`src/rtl/fifo_nibble_packer.sv`:
```
// fifo_nibble_packer
//
// Drains fixed-width entries from a show-ahead FIFO and packs them LSB-first
// into wide words. The words leave on a valid/ready stream. Storage is split
// into an accumulator and an output register, so the FIFO can be drained at one
// entry per clock while downstream keeps accepting. A flush request sends out
// whatever partial word is in the accumulator.
//
// Ports
//   clk        rising-edge clock for all logic
//   rst        synchronous, active-high reset
//   empty      FIFO empty flag
//   read_data  FIFO head entry, valid whenever empty=0 (no read latency)
//   read_en    pop request; the head entry is consumed at the edge where read_en=1
//   flush      single-cycle request to emit the current partial word
//   out_data   packed word; the first-popped entry sits in bits [DATA_W-1:0]
//   out_count  number of valid entries in out_data (1..NIBBLES)
//   out_valid  out_data/out_count are valid
//   out_ready  downstream accept; a transfer happens when out_valid && out_ready
//   busy       accumulator non-empty, word held in output, or flush in progress
//
// States
//   state    | meaning
//   ---------+----------------------------------------------------------------
//   S_FILL   | normal operation: pop entries and emit full words
//   S_FLUSH  | no pops; wait for the output register to be free, then emit the
//            | partial word (or return straight away if nothing is pending)

module fifo_nibble_packer #(
    parameter int DATA_W  = 4,
    parameter int NIBBLES = 4,
    parameter int CNT_W   = $clog2(NIBBLES + 1)
) (
    input  logic                      clk,
    input  logic                      rst,
    input  logic                      empty,
    input  logic [DATA_W-1:0]         read_data,
    output logic                      read_en,
    input  logic                      flush,
    output logic [DATA_W*NIBBLES-1:0] out_data,
    output logic [CNT_W-1:0]          out_count,
    output logic                      out_valid,
    input  logic                      out_ready,
    output logic                      busy
);

    localparam int WORD_W = DATA_W * NIBBLES;
    localparam logic [CNT_W-1:0] LAST_SLOT = CNT_W'(NIBBLES - 1);
    localparam logic [CNT_W-1:0] FULL_CNT  = CNT_W'(NIBBLES);

    typedef enum logic {
        S_FILL  = 1'b0,
        S_FLUSH = 1'b1
    } state_t;

    state_t            state;
    state_t            state_nxt;
    logic [WORD_W-1:0] acc;
    logic [WORD_W-1:0] acc_nxt;
    logic [CNT_W-1:0]  acc_cnt;
    logic [CNT_W-1:0]  acc_cnt_nxt;
    logic [WORD_W-1:0] out_data_nxt;
    logic [CNT_W-1:0]  out_count_nxt;
    logic              out_valid_nxt;
    logic              out_free;
    logic              at_last;

    // The output register can take a new word this cycle if it is empty, or
    // if its current word is being accepted at this edge.
    assign out_free = !out_valid || out_ready;
    assign at_last  = (acc_cnt == LAST_SLOT);

    always_comb begin
        state_nxt     = state;
        acc_nxt       = acc;
        acc_cnt_nxt   = acc_cnt;
        out_data_nxt  = out_data;
        out_count_nxt = out_count;
        // A handshake clears valid. A load later in this block sets it again,
        // which lets words go out back to back with no bubble.
        out_valid_nxt = out_valid && !out_ready;
        read_en       = 1'b0;

        unique case (state)
            S_FILL: begin
                // When the final slot is waiting, pops stall until the output
                // register is free. The full word then loads straight from the
                // FIFO head and never occupies the accumulator.
                read_en = !rst && !empty && !(at_last && !out_free);
                if (read_en) begin
                    if (at_last) begin
                        out_data_nxt                    = acc;
                        out_data_nxt[WORD_W-1 -: DATA_W] = read_data;
                        out_count_nxt                   = FULL_CNT;
                        out_valid_nxt                   = 1'b1;
                        acc_nxt                         = '0;
                        acc_cnt_nxt                     = '0;
                    end else begin
                        for (int i = 0; i < NIBBLES - 1; i++) begin
                            if (acc_cnt == CNT_W'(i)) begin
                                acc_nxt[i*DATA_W +: DATA_W] = read_data;
                            end
                        end
                        acc_cnt_nxt = acc_cnt + 1'b1;
                    end
                end
                // Any pop in this cycle lands before the flush takes effect.
                // If that pop completed a word, the flush finds nothing left.
                if (flush) begin
                    state_nxt = S_FLUSH;
                end
            end

            S_FLUSH: begin
                if (acc_cnt == '0) begin
                    state_nxt = S_FILL;
                end else if (out_free) begin
                    // Slots at and above acc_cnt are always zero, because the
                    // accumulator is cleared each time it hands off a word.
                    out_data_nxt  = acc;
                    out_count_nxt = acc_cnt;
                    out_valid_nxt = 1'b1;
                    acc_nxt       = '0;
                    acc_cnt_nxt   = '0;
                    state_nxt     = S_FILL;
                end
            end

            default: begin
                state_nxt = S_FILL;
            end
        endcase
    end

    always_ff @(posedge clk) begin
        if (rst) begin
            state     <= S_FILL;
            acc       <= '0;
            acc_cnt   <= '0;
            out_data  <= '0;
            out_count <= '0;
            out_valid <= 1'b0;
        end else begin
            state     <= state_nxt;
            acc       <= acc_nxt;
            acc_cnt   <= acc_cnt_nxt;
            out_data  <= out_data_nxt;
            out_count <= out_count_nxt;
            out_valid <= out_valid_nxt;
        end
    end

    assign busy = (acc_cnt != '0) || out_valid || (state == S_FLUSH);

endmodule

```
`config.mk`:
```
export PLATFORM = sky130hd
export DESIGN_NAME = fifo_nibble_packer
export DESIGN_NICKNAME = d
export VERILOG_FILES = /design/src/rtl/fifo_nibble_packer.sv
export SDC_FILE = /design/constraint.sdc
export NUM_CORES = 1
export LEC_CHECK = 0
export BUFFER_PORTS_ARGS = -buffer_cell sky130_fd_sc_hd__buf_2
export CAP_MARGIN = 20
export CORE_AREA = 4 4 65 67
export DETAILED_ROUTE_END_ITERATION = 8
export DIE_AREA = 0 0 69 71
export PLACE_DENSITY = 0.66
export SLEW_MARGIN = 10
export SYNTH_ARGS = -nofsm -noshare
export SYNTH_HDL_FRONTEND = slang
export SYNTH_SLANG_ARGS = --single-unit
```
`constraint.sdc`:
```
create_clock -name clk -period 2.3 [get_ports clk]
set_input_delay 0.23 -clock clk [delete_from_list [all_inputs] [get_ports clk]]
set_output_delay 0.23 -clock clk [all_outputs]
set_load 0.1 [all_outputs]
```
==> summary.md <==
| Metric | Value |
|---|---|
| Hold_buf cts | `0` |
| RePlAce Congestion | `0.7690` |
| CP required | `2070 ps` |
| H-tree levels | `2` |
| Compound-cell area share of the yosys netlist | `between 10% and 20%` |
| Dominant synthesized flop cell | `dfxtp_1` |
| Clk slew on worst S/H paths | `70 ps` |
| Worst Tran Pin Value | `601.8 ps` |
| Routed wire length | `3.620 mm` |
| Minimum clock period | `2211 ps` |
| Cell family with most CP delay | `compound AO/OA/AOI/OAI gates` |
| Comb pwr share | `13.6%` |
| Async set or reset register ratio after synthesis | `0%` |
| Syn nets | `180` |
| Register area | `720.7 sq um` |
| Worst hold path class | `in2reg` |
| Sw Pwr | `0.0003674 W` |
| Max Root-Sink Buffers | `2` |
| CP endpoint kind | `output pin` |
| Final setup vio count | `0` |
| Die X | `69 um` |
| Startpoint types | `flip-flop` |
| Total number of vias | `1,351` |
| Placed Area | `1784 sq um` |
| Unique masters post-synth | `33` |
| GRT Overall Usage | `15.78%` |
| # Post-CTS Setup Buffers | `0` |
| Switching fraction of total power | `26.66%` |
| Mapped cell area | `1618 sq um` |
| Largest family of logic cells by synthesized area | `simple AND/OR/NAND/NOR gates` |
| Period utilization | `a little under 100%` |
| Post-synthesis sequential area ratio | `44.55%` |
| CP peak stage delay | `360 ps` |
| Fin nets | `208` |
| Simple-Gate Fraction of Synth Area | `28.15%` |
| Setup_tns | `0 ps` |
| Register share of total power | `47.0%` |
| Layout cells sized above 1 | `28.57%` |
| Die Y | `71 um` |
| Commonest non-fill, non-tap cell in the layout | `dfxtp_1` |
| Synthesized-area fraction occupied by adder cells | `3.094%` |
| Most frequent cells in the layout | `36 x dfxtp_1, 29 x buf_2, 19 x nand2b_1, 16 x nand4b_1, 10 x o21ai_2` |
| Post-Synth XOR/XNOR Area | `0%` |
| Final hold vios | `0` |
| Clk_lat worst skew | `280 ps` |
| Post-synth EDFFs | `0` |
| RSZ-0062 raised after global routing | `false` |
| Arr. time, crit path | `~2000 ps` |
| Drt wl/cell | `approximately 15 um` |
| Area growth syn-to-layout | `17.09%` |
| Slowest-stage cell, CP | `a211o_1` |
| Vias per Instance | `5.537` |
| Yosys warning total | `0` |
| Area occupied by multi-input gates | `around 800 sq um` |
| Max Freq | `452.4 MHz` |
| HPWL Detailed | `between 2 and 3 mm` |
| Port Buf Inserts | `30` |
| Starting Density | `44.52%` |
| Starting DRC count in detailed routing | `45` |
| Fin area | `1894 sq um` |
| Syn Area/Cell | `9.687 sq um` |
| Slew Viols, Final | `0` |
| CP Cell Sequence | `ha_1, and2b_1, a211o_1, nor2_2, clkbuf_4` |
| Total global routing overflow | `0` |
| Cell internal pwr | `0.001011 W` |
| Max VDD drop | `0.0003635 V` |
| First-pass GRT wire length | `6.272 mm` |
| Worst-path fanout max | `9` |
| Fraction of synthesized area in multiplexers | `0%` |
| Vias in the first global route | `1,365` |
| Post-synthesis cell count | `167` |
| Drt drc | `0` |
| Layout Skew | `6.450 ps` |
| Row cnt | `22` |
| Fillers | `370` |
| CTS tree | `yes` |
| CTS Buf Count | `5` |
| Part of the power in the clock network | `between 30% and 40%` |
| Hold WS | `195.1 ps` |
| Final ANT Viol Nets | `0` |
| Drt first pass iters | `4` |
| Slew HR | `between 50% and 60%` |
| WP buf/inv | `1` |
| Root buffer cell | `clkbuf_8` |
| Power density cells | `727.5 nW/um^2` |
| Core area | `around 3600 sq um` |
| Largest net degree at the start of global routing | `41` |
| Io pins | `31` |
| Die area | `4899 sq um` |
| Max_cap viols | `0` |
| Status | `complete, no violations` |
| Ant. Diodes | `0` |
| Initial antenna violation count | `0` |
| P_leak | `0.7423 nW` |
| CP Class | `reg2out` |
| Clock Sinks | `36` |
| Post-synthesis register bit count | `36` |
flip-flops by register name (all words and copies together) (netlist names):
signal / cells
out_data: 16
acc: 12
acc_cnt: 3
out_count: 3
out_valid: 1
state: 1
per-stage QoR:
step | setup slack [ps] | utilization (%) | std cells | power [W]
floorplan | 23.98 | - | 167 | 0.0008111
global placement | 416.3 | 49.10 | 236 | 0.0008433
detailed placement | 348.3 | 49.10 | 236 | 0.0008487
CTS | 17.35 | 52.07 | 244 | 0.001385
global route | 29.31 | 52.14 | 244 | 0.001420
finish | 89.47 | 52.14 | 244 | 0.001378
worst reg2reg max path: stages (launching register included):
cell	delay, ps
dfxtp_1	370
or4_4	570
or3b_1	380
and2_4	260
a221oi_2	220
cells in the mapped netlist (all sizes together), types with 3 or more instances:
library cell / instances / area share (%)
dfxtp: 36 / 45
nand2b: 19 / 7.3
nand4b: 16 / 8.7
o21ai: 16 / 7.3
clkbuf: 10 / 2.3
o32ai: 8 / 4.3
a21oi: 7 / 2.2
nand2: 7 / 1.6
nand3: 6 / 1.9
nor2: 5 / 1.2
buf: 4 / 2.9
ha: 4 / 3.1
inv: 4 / 0.93
nor3: 4 / 1.2
o31ai: 4 / 1.9
nand3b: 3 / 1.4
cell type report:
class	count	area share [%]
repair buffers	35	10.04
flip-flops and latches	36	38.04
clock inverters	2	1.849
well taps	48	3.170
multi-input cells	113	42.27
inverters	4	0.7926
clock buffers	6	3.831
per-layer routing:
metal  GRT usage (%)  vias up  share of wire, %
li1                -      676                 -
met1           18.17      633                42
met2           28.39       34                51
met3           4.545        8               5.2
met4           4.555        0               1.2
met5               0        -                 0
power by group through the flow:
stage,logic [W],registers (W),clock network [W]
3_3_place_gp,0.000183,0.000660,0
6_report,0.000188,0.000647,0.000543
2_1_floorplan,0.000110,0.000702,0
4_1_cts,0.000188,0.000647,0.000551
5_1_grt,0.000202,0.000649,0.000570
3_5_place_dp,0.000187,0.000661,0
timing repair:
action	4_1_cts	5_1_grt
resized for setup	0	1
endpoints found under the setup margin	0	1
endpoints found under the hold margin	0	0
final timing paths:
| check | to | depth (start not counted) | slack (ps) | startpoint |
|---|---|---|---|---|
| max reg2reg | out_count[2]$_SDFFE_PP0P_ | 4 | 410 | acc_cnt[2]$_SDFFE_PP0P_ |
| min reg2reg | out_count[1]$_SDFFE_PP0P_ | 2 | 470 | out_count[1]$_SDFFE_PP0P_ |
| max | read_en | 5 | 90 | acc_cnt[0]$_SDFFE_PP0P_ |
| min | state$_SDFF_PP0_ | 3 | 200 | flush |
kinds of logic after synthesis:
| family | count (synthesis) |
|---|---|
| AO/OA/AOI/OAI | 39 |
| adder cells (fa/ha/maj) | 4 |
| buffers and inverters | 18 |
| flip-flops | 36 |
| AND/OR/NAND/NOR | 70 |
No activity file was read; power rests on OpenSTA's default activity.
